$ cat src/rtl/dlx_icache_pkg.sv
// rtl/dlx_icache_pkg.sv - shared DLX types and instruction-cache defaults
package dlx_icache_pkg;

    typedef logic [31:0] dlx_word;
    typedef logic [31:0] dlx_address;

    localparam int IC_LINES          = 16;
    localparam int IC_WORDS_PER_LINE = 4;

    typedef enum logic [0:0] {
        IDLE = 1'b0,
        FILL = 1'b1
    } ic_state_t;

endpackage

$ cat src/rtl/dlx_icache_fill.sv
// rtl/dlx_icache_fill.sv - line refill sequencer driving the memory req/ack bus
module dlx_icache_fill
    import dlx_icache_pkg::*;
#(
    parameter int LINES          = IC_LINES,
    parameter int WORDS_PER_LINE = IC_WORDS_PER_LINE,
    localparam int OFF_W  = $clog2(WORDS_PER_LINE),
    localparam int IDX_W  = $clog2(LINES),
    localparam int TAG_W  = 30 - OFF_W - IDX_W,
    localparam int LINE_W = IDX_W + TAG_W
) (
    input  logic              clk,
    input  logic              rst,
    input  logic              miss_i,
    input  logic [LINE_W-1:0] miss_line_i,
    input  logic              mem_ack_i,
    input  logic [31:0]       mem_rdata_i,
    output logic              mem_req_o,
    output logic [31:0]       mem_addr_o,
    output logic              idle_o,
    output logic              fill_we_o,
    output logic [IDX_W-1:0]  fill_idx_o,
    output logic [OFF_W-1:0]  fill_off_o,
    output logic [TAG_W-1:0]  fill_tag_o,
    output logic [31:0]       fill_wdata_o,
    output logic              fill_done_o
);

    ic_state_t         state_q, state_d;
    logic [OFF_W-1:0]  word_cnt_q, word_cnt_d;
    logic [LINE_W-1:0] line_q, line_d;
    logic              mem_req_q, mem_req_d;
    logic              last_word;

    // Words per line is a power of two, so the last word is the all-ones count.
    assign last_word = &word_cnt_q;

    // Next-state: latch the missing line in IDLE, walk its words in FILL.
    always_comb begin
        state_d    = state_q;
        word_cnt_d = word_cnt_q;
        line_d     = line_q;
        mem_req_d  = mem_req_q;
        case (state_q)
            IDLE: begin
                if (miss_i) begin
                    line_d     = miss_line_i;
                    word_cnt_d = '0;
                    mem_req_d  = 1'b1;
                    state_d    = FILL;
                end
            end
            FILL: begin
                if (mem_ack_i) begin
                    if (last_word) begin
                        mem_req_d = 1'b0;
                        state_d   = IDLE;
                    end else begin
                        word_cnt_d = word_cnt_q + 1'b1;
                    end
                end
            end
            default: state_d = IDLE;
        endcase
    end

    // State registers; reset aborts any refill in progress.
    always_ff @(posedge clk or posedge rst) begin
        if (rst) begin
            state_q    <= IDLE;
            word_cnt_q <= '0;
            line_q     <= '0;
            mem_req_q  <= 1'b0;
        end else begin
            state_q    <= state_d;
            word_cnt_q <= word_cnt_d;
            line_q     <= line_d;
            mem_req_q  <= mem_req_d;
        end
    end

    // Address only moves on an accepted ack, so it is stable across wait cycles.
    assign mem_req_o    = mem_req_q;
    assign mem_addr_o   = {line_q, word_cnt_q, 2'b00};
    assign idle_o       = (state_q == IDLE);
    // Acks outside FILL arrive with mem_req low and are ignored here.
    assign fill_we_o    = (state_q == FILL) && mem_ack_i;
    assign fill_done_o  = fill_we_o && last_word;
    assign fill_idx_o   = line_q[IDX_W-1:0];
    assign fill_tag_o   = line_q[IDX_W +: TAG_W];
    assign fill_off_o   = word_cnt_q;
    assign fill_wdata_o = mem_rdata_i;

endmodule

$ cat src/rtl/dlx_icache.sv
// rtl/dlx_icache.sv - direct-mapped read-only instruction cache for the DLX fetch stage
module dlx_icache
    import dlx_icache_pkg::*;
#(
    parameter int LINES          = IC_LINES,
    parameter int WORDS_PER_LINE = IC_WORDS_PER_LINE
) (
    input  logic        clk,
    input  logic        rst,
    input  logic [31:0] ic_addr_i,
    output logic [31:0] ic_data_o,
    output logic        ic_wait_o,
    input  logic        flush_i,
    output logic        mem_req_o,
    output logic [31:0] mem_addr_o,
    input  logic [31:0] mem_rdata_i,
    input  logic        mem_ack_i
);

    localparam int OFF_W    = $clog2(WORDS_PER_LINE);
    localparam int IDX_W    = $clog2(LINES);
    localparam int TAG_W    = 30 - OFF_W - IDX_W;
    localparam int LINE_LSB = 2 + OFF_W;

    logic [OFF_W-1:0] off;
    logic [IDX_W-1:0] idx;
    logic [TAG_W-1:0] tag;
    logic             unused_byte_bits;

    logic [LINES-1:0] valid_q, valid_d;
    logic [TAG_W-1:0] tag_q  [LINES];
    logic [31:0]      data_q [LINES][WORDS_PER_LINE];

    logic             hit;
    logic             idle;
    logic             fill_we;
    logic             fill_done;
    logic [IDX_W-1:0] fill_idx;
    logic [OFF_W-1:0] fill_off;
    logic [TAG_W-1:0] fill_tag;
    logic [31:0]      fill_wdata;

    assign off              = ic_addr_i[2 +: OFF_W];
    assign idx              = ic_addr_i[LINE_LSB +: IDX_W];
    assign tag              = ic_addr_i[LINE_LSB + IDX_W +: TAG_W];
    assign unused_byte_bits = ^ic_addr_i[1:0];

    // Lookups only count in IDLE, so a half-written line is never returned.
    assign hit       = valid_q[idx] && (tag_q[idx] == tag) && idle;
    assign ic_wait_o = !hit;
    assign ic_data_o = hit ? data_q[idx][off] : '0;

    dlx_icache_fill #(
        .LINES          (LINES),
        .WORDS_PER_LINE (WORDS_PER_LINE)
    ) u_fill (
        .clk          (clk),
        .rst          (rst),
        .miss_i       (!hit),
        .miss_line_i  (ic_addr_i[31:LINE_LSB]),
        .mem_ack_i    (mem_ack_i),
        .mem_rdata_i  (mem_rdata_i),
        .mem_req_o    (mem_req_o),
        .mem_addr_o   (mem_addr_o),
        .idle_o       (idle),
        .fill_we_o    (fill_we),
        .fill_idx_o   (fill_idx),
        .fill_off_o   (fill_off),
        .fill_tag_o   (fill_tag),
        .fill_wdata_o (fill_wdata),
        .fill_done_o  (fill_done)
    );

    // Flush clears everything, but a line completing this cycle still lands valid.
    always_comb begin
        valid_d = valid_q;
        if (flush_i) begin
            valid_d = '0;
        end
        if (fill_done) begin
            valid_d[fill_idx] = 1'b1;
        end
    end

    // Valid bits are the only cache state that must come out of reset known.
    always_ff @(posedge clk or posedge rst) begin
        if (rst) begin
            valid_q <= '0;
        end else begin
            valid_q <= valid_d;
        end
    end

    // Tag and data arrays: written by the refill sequencer, contents don't-care at reset.
    always_ff @(posedge clk) begin
        if (fill_done) begin
            tag_q[fill_idx] <= fill_tag;
        end
        if (fill_we) begin
            data_q[fill_idx][fill_off] <= fill_wdata;
        end
    end

endmodule

$ cat config.mk
export PLATFORM = sky130hd
export DESIGN_NAME = dlx_icache
export DESIGN_NICKNAME = d
export VERILOG_FILES = /design/src/rtl/dlx_icache_pkg.sv /design/src/rtl/dlx_icache_fill.sv /design/src/rtl/dlx_icache.sv
export SDC_FILE = /design/constraint.sdc
export NUM_CORES = 2
export LEC_CHECK = 0
export CORE_ASPECT_RATIO = 0.9
export CORE_MARGIN = 3
export CORE_UTILIZATION = 50
export DETAILED_ROUTE_END_ITERATION = 10
export PLACE_DENSITY = 0.66
export SYNTH_ARGS = -nofsm -noshare
export SYNTH_HDL_FRONTEND = slang
export SYNTH_SLANG_ARGS = --single-unit
$ cat constraint.sdc
create_clock -name clk -period 4.7 [get_ports clk]
set_input_delay 0.47 -clock clk [delete_from_list [all_inputs] [get_ports clk]]
set_output_delay 0.47 -clock clk [all_outputs]
set_load 0.02 [all_outputs]
# --- Yosys cells after proc, flatten, opt, wreduce, memory -nomap -nowiden ---
# Memory sizes are Yosys's and may differ from the RTL's.
# Cells that the tools add are included.
totals:
  reg_bits: 48
  ram_bits: 2432
  inputBits: 68
  output_inout_bits: 66
  elab_cells: 63
  n_memories: 2
memory_table:
  columns: ["memory", "depth", "word_bits", "rd", "rd_ports_with_merged_regs", "wr", "line", "source"]
  rows:
  - ["data_q", 16, 128, 1, 0, 1, "dlx_icache.sv:32", "logic [31:0] data_q [LINES][WORDS_PER_LINE];"]
  - ["tag_q", 16, 24, 1, 0, 1, "dlx_icache.sv:31", "logic [TAG_W-1:0] tag_q [LINES];"]
op_classes:
  addsub: 1
  magnitude_cmp: 6
  n_eq_ne: 5
  muxes: 28
  bitwise: 5
  n_reduce_logical: 11
ops:
  columns: ["cell", "count"]
  rows:
  - ["$mux W128", 1]
  - ["$mux W32", 4]
  - ["$bmux W32 S2", 1]
  - ["$demux W32 S2", 1]
  - ["$mux W16", 2]
  - ["$eq A24 B24 Y1", 1]
  - ["$or A16 B16 Y16", 1]
  - ["$mux W1", 11]
  - ["$lt A4 B5 Y1 const B", 2]
  - ["$ne A2 B2 Y1 const B", 4]
  - ["$ge A3 B3 Y1 const B", 2]
  - ["$logic_and A1 B1 Y1", 6]
  - ["$mux W2", 3]
  - ["$not A2 Y3", 2]
  - ["$reduce_and A3 Y1", 2]
  - ["$bmux W1 S4", 1]
  - ["$demux W1 S4", 1]
  - ["$ge A4 B1 Y1 const B", 1]
  - ["$pmux W1 S2", 2]
  - ["$pmux W2 S2", 1]
  - ["$reduce_and A2 Y1", 2]
  - ["$lt A3 B1 Y1 const B", 1]
  - ["$add A2 B1 Y2 const B", 1]
  - ["$not A1 Y1", 2]
  - ["$logic_not A1 Y1", 1]

# --- Depth between registers and ports, before layout ---
logic_depth:
  depth_word: 6
  mapped_depth: 15
  ltp_nobuf: 8

# --- By module ---
# Synthesis repeated with hierarchy kept, for this count alone.
unflattened:
  cells_unflattened: 4175
  hier_area_um2: 95321.4
by_module_without_submodules:
  columns: ["module", "instances", "cells_each", "area_per_inst_um2", "seq_area_each_um2"]
  rows:
  - ["dlx_icache", 1, 4026, 93464.6, 73430.4]
  - ["dlx_icache_fill", 1, 149, 1856.8, 800.8]

# --- Worst setup path after synthesis ---
# No wires, ideal clock.
synth_timing:
  path_type: "input to output"
  startpoint: "in ic_addr_i[4]"
  endpoint: "out ic_data_o[10]"
  t_arrival_ns: 3.525
  required_time_ns: 4.230
  setup_slack_ns: 0.705
  path_stages: 9
  path_buffers: 5
  path_cell_list: "buf_4 -> buf_4 -> buf_2 -> clkbuf_1 -> buf_1 -> mux4_2 -> mux4_2 -> mux4_2 -> nor3b_1"
synth_between:
  elab_chain_len: 5
  elab_cells_between_ends: 11
  cone_classes: "eq/ne (1); mux (6); reduce/logical (2); memory (2)"
synth_lines:
  columns: ["item", "line", "source"]
  rows:
  - ["from (decl)", "dlx_icache.sv:10", "input logic [31:0] ic_addr_i,"]
  - ["$mem_v2 Z16 W24, or another cell as far along", null, null]
  - ["$eq A24 B24 Y1, or another cell as far along", "dlx_icache.sv:49", "assign hit = valid_q[idx] && (tag_q[idx] == tag) && idle;"]
  - ["$logic_and A1 B1 Y1 or $mux W32 (tied branches) (2 in series)", "dlx_icache.sv:49, dlx_icache.sv:51", null]
  - ["$mux W32 *", "dlx_icache.sv:51", "assign ic_data_o = hit ? data_q[idx][off] : '0;"]
  - ["to (decl)", "dlx_icache.sv:11", "output logic [31:0] ic_data_o,"]
# Every way passes the cells marked *; elsewhere a longest branch is shown, timed or not. The select of a mux whose other input is x is not followed.

# --- Worst setup path in the final report ---
layout_timing:
  startpoint: "mem tag_q[15][9] (netlist name)"
  endpoint: "out ic_data_o[17]"
layout_between:
  elab_chain_len: 5
layout_lines:
  columns: ["item", "line"]
  rows:
  - ["from (decl)", "dlx_icache.sv:31"]
  - ["$mem_v2 Z16 W24", null]
  - ["$eq A24 B24 Y1", "dlx_icache.sv:49"]
  - ["$logic_and A1 B1 Y1 (2 in series)", "dlx_icache.sv:49"]
  - ["$mux W32", "dlx_icache.sv:51"]
# Every way passes these cells.

==> metrics <==
status=finished clean; Die Area=195000 um^2; ys flop type=edfxtp_1; row cnt=151; endpoint type of the worst setup path=primary output; final setup violation count=0; Synth async-reset ratio=around 1.9%; slew of the pin with the lowest slew margin=1280 ps; Final period util=97.6%; Final Instance Area=109000 um^2; Fillers=13400; via count=about 45000; clk_lat worst skew=roughly 850 ps; initial drt markers=approximately 5600; Clk pin slew, worst setup/hold paths=60 ps; Die Height=approximately 420 um; worst min-delay path category=input port to async pin; met1 usage=36.7%; post-place setup slack=-280 ps; synth unique cells=54; largest net degree at the start of global routing=91; leakage=0.0337 uW; post-place instance area=101000 um^2; P per Cell Area=446 nW/um^2; setup TNS=0 ps; worst path arrival time=4120 ps; via/cell ratio=6.43; Die Width=466 um; Synth Instances=just under 4000; htree depth=4; Fin Clk Skew=45.9 ps; layout cells sized above 1=33.5%; Syn Area/Cell=about 25 um^2; Placer Congestion=0.815; met3 global-route usage=4.85%; first-pass GRT wire length=~340 mm; Worst Path Required=4230 ps; Startpoint Class=flip-flop; TritonCTS Buffers=between 200 and 250; I/O Pins=134; DP Wirelength=135 mm; Final min period=4590 ps; vias in the first global route=44600; Max IR drop VDD=408 uV; 1st-pass router iterations=6; max-cap violation count=0; clock root cell=clkbuf_16; met2 Usage GRT=between 30% and 40%; CTS sink count=about 2500; YS warnings=0; Port Buffers=129; CTS Buffer Depth=3; final antenna-violating net count=0; register area share after synthesis=78.1%; initial antenna violation count=13; Critical Path Fanout Max=14; max_slew headroom=14.9%; NumNets Final=4286; count of pins over their slew limit=0; Post-Route Utilization=57.6%; Power Total=slightly below 50000 uW; number of synthesized register bits=2480; EDFF count, synth=between 2000 and 2500; Placeable Area=around 190000 um^2; CTS tree=built; CTS Hold Buffers Added=0; PnR worst setup slack=111 ps; Cell Area, Synth=95100 um^2; Wirelength per Cell=~35 um; area delta synth->final=14.2%; Fmax=218 MHz; Most Crowded Layer GR=met2; RSZ-0062 raised after global routing=yes; # DRC=0; GRT overflow=0; Setup Crit Path Kind=flip-flop to primary output; total length of routed wires=243 mm; Final Hold Fails=0; Initial Util=50.4%; global-route usage over all layers=25.1%
timing repair:
item,4_1_cts,5_1_grt
setup buffers,3,0
pin swaps,2,4
gates cloned,1,0
resized for setup,47,28
endpoints found under the setup margin,33,26
placed cells by master (no fill, tap or decap), types with 5 or more instances in the layout:
cell type	instances
clkdlybuf4s50_1	58
mux2i_1	51
inv_1	18
clkbuf_16	232
buf_2	33
mux2_4	9
a221oi_1	7
mux4_2	749
inv_6	6
mux2_2	46
nand3_1	11
nor2_1	11
a22o_1	5
o22ai_1	30
clkinv_1	61
clkbuf_1	53
xnor2_1	18
nor3b_2	14
nand4_1	5
o21ai_0	8
nor2_4	64
nor3b_1	14
nor3_1	10
diode_2	5
bufinv_16	15
nor2b_1	9
xor2_1	7
dlygate4sd2_1	10
buf_12	67
nand2_1	22
clkinv_2	42
dfrtp_1	47
edfxtp_1	2432
buf_4	158
per-layer routing:
| metal | up-vias | routed length [um] | part of all wire [%] |
|---|---|---|---|
| li1 | 17400 | - | - |
| met1 | 24500 | 96100 | 40 |
| met2 | 2315 | 118000 | 48 |
| met3 | 338 | 22700 | 9.3 |
| met4 | 6 | 6240 | 2.6 |
| met5 | - | 38 | 0.016 |
kinds of logic after synthesis:
kind of cell / synth area share (%)
flip-flops: 78.1
XOR/XNOR: 0.249
adder cells (fa/ha/maj): 0.0527
AO/OA/AOI/OAI: 0.599
AND/OR/NAND/NOR: 0.944
buffers and inverters: 1.08
multiplexers: 19.0
other: 0.00395
critical path, stage by stage, from the launching register on:
cell	delay (ps)
edfxtp_1	380
mux4_2	500
mux2i_1	190
a211oi_1	120
xnor2_1	310
o2111ai_2	210
a2111oi_4	290
buf_4	180
nand4_1	90
buf_6	180
buf_12	150
bufbuf_16	300
nor3b_4	200
buf_4	170
final cells by class:
| cell class | instances | area (um^2) | share of cell area, % |
|---|---|---|---|
| multi-input cells | 1148 | 20500 | 18.9 |
| inverters | 21 | 78.8 | 0.0726 |
| diodes | 5 | 12.5 | 0.0115 |
| repair buffers | 334 | 3490 | 3.21 |
| flip-flops and latches | 2480 | 74200 | 68.4 |
| clock buffers | 285 | 6000 | 5.53 |
| well taps | 2524 | 3160 | 2.91 |
| clock inverters | 133 | 1060 | 0.975 |
metrics by stage:
stage                     std cells  hold WS, ps
final                          6930          101
after global routing           6928         70.6
after CTS                      6925         15.3
after detailed placement       6503          519
after global placement         6503          519
after floorplan                3853          501
flip-flops by register name (all words and copies together) (netlist names):
| signal | flops |
|---|---|
| data_q | 2048 |
| tag_q | 384 |
| u_fill.line_q | 28 |
| valid_q | 16 |
| u_fill.fill_off_o | 2 |
| u_fill.mem_req_o | 1 |
| u_fill.state_q | 1 |
cell usage after synthesis (2+ instances only):
master        n  share of area [%]
edfxtp_1   2432                 77
mux4_2      749                 18
clkbuf_1     95               0.38
nor2_1       75               0.30
buf_2        64               0.34
mux2i_1      52               0.55
dfrtp_1      48                1.3
mux2_2       46               0.54
nor3b_1      32               0.25
o22ai_1      30               0.20
buf_1        27               0.11
nand2_1      22              0.087
xnor2_1      20               0.18
inv_1        19              0.075
nand3_1      15              0.079
buf_4        11              0.087
nor3_1       10              0.053
mux2_4        9               0.14
nor2b_1       9              0.059
o21ai_0       8              0.042
a221oi_1      7              0.064
xor2_1        7              0.064
a22o_1        5              0.046
buf_6         5              0.059
nand4_1       5              0.033
a211oi_1      4              0.032
ha_1          4              0.053
a21oi_1       3              0.016
nand2b_1      3              0.020
o21a_1        3              0.024
a2111oi_2     2              0.032
a211o_1       2              0.018
a22oi_1       2              0.016
a31oi_1       2              0.013
and2_1        2              0.013
buf_8         2              0.032
inv_2         2             0.0079
o211ai_1      2              0.016
o31ai_1       2              0.016
path summary, 6_finish.rpt:
path | from | endpoint | slack, ps | cells past startpoint
max in group asynchronous | rst | u_fill.line_q[0] | 3440 | 3
hold reg to reg | valid_q[5] | valid_q[5] | 530 | 2
hold / removal | rst | u_fill.line_q[15] | 100 | 2
setup / recovery | tag_q[15][9] | ic_data_o[17] | 110 | 13
setup reg to reg | u_fill.state_q | data_q[13][91] | 1400 | 3
min in group clk | ic_addr_i[11] | u_fill.line_q[7] | 350 | 2
where the power goes:
group / switching (uW) / internal, uW / leakage [uW]
logic: 2680 / 1630 / 0.00775
clock network: 7890 / 9830 / 0.00347
registers: 701 / 25700 / 0.0225
total: 11300 / 37100 / 0.0337
Power figures use the tool's default switching activity.
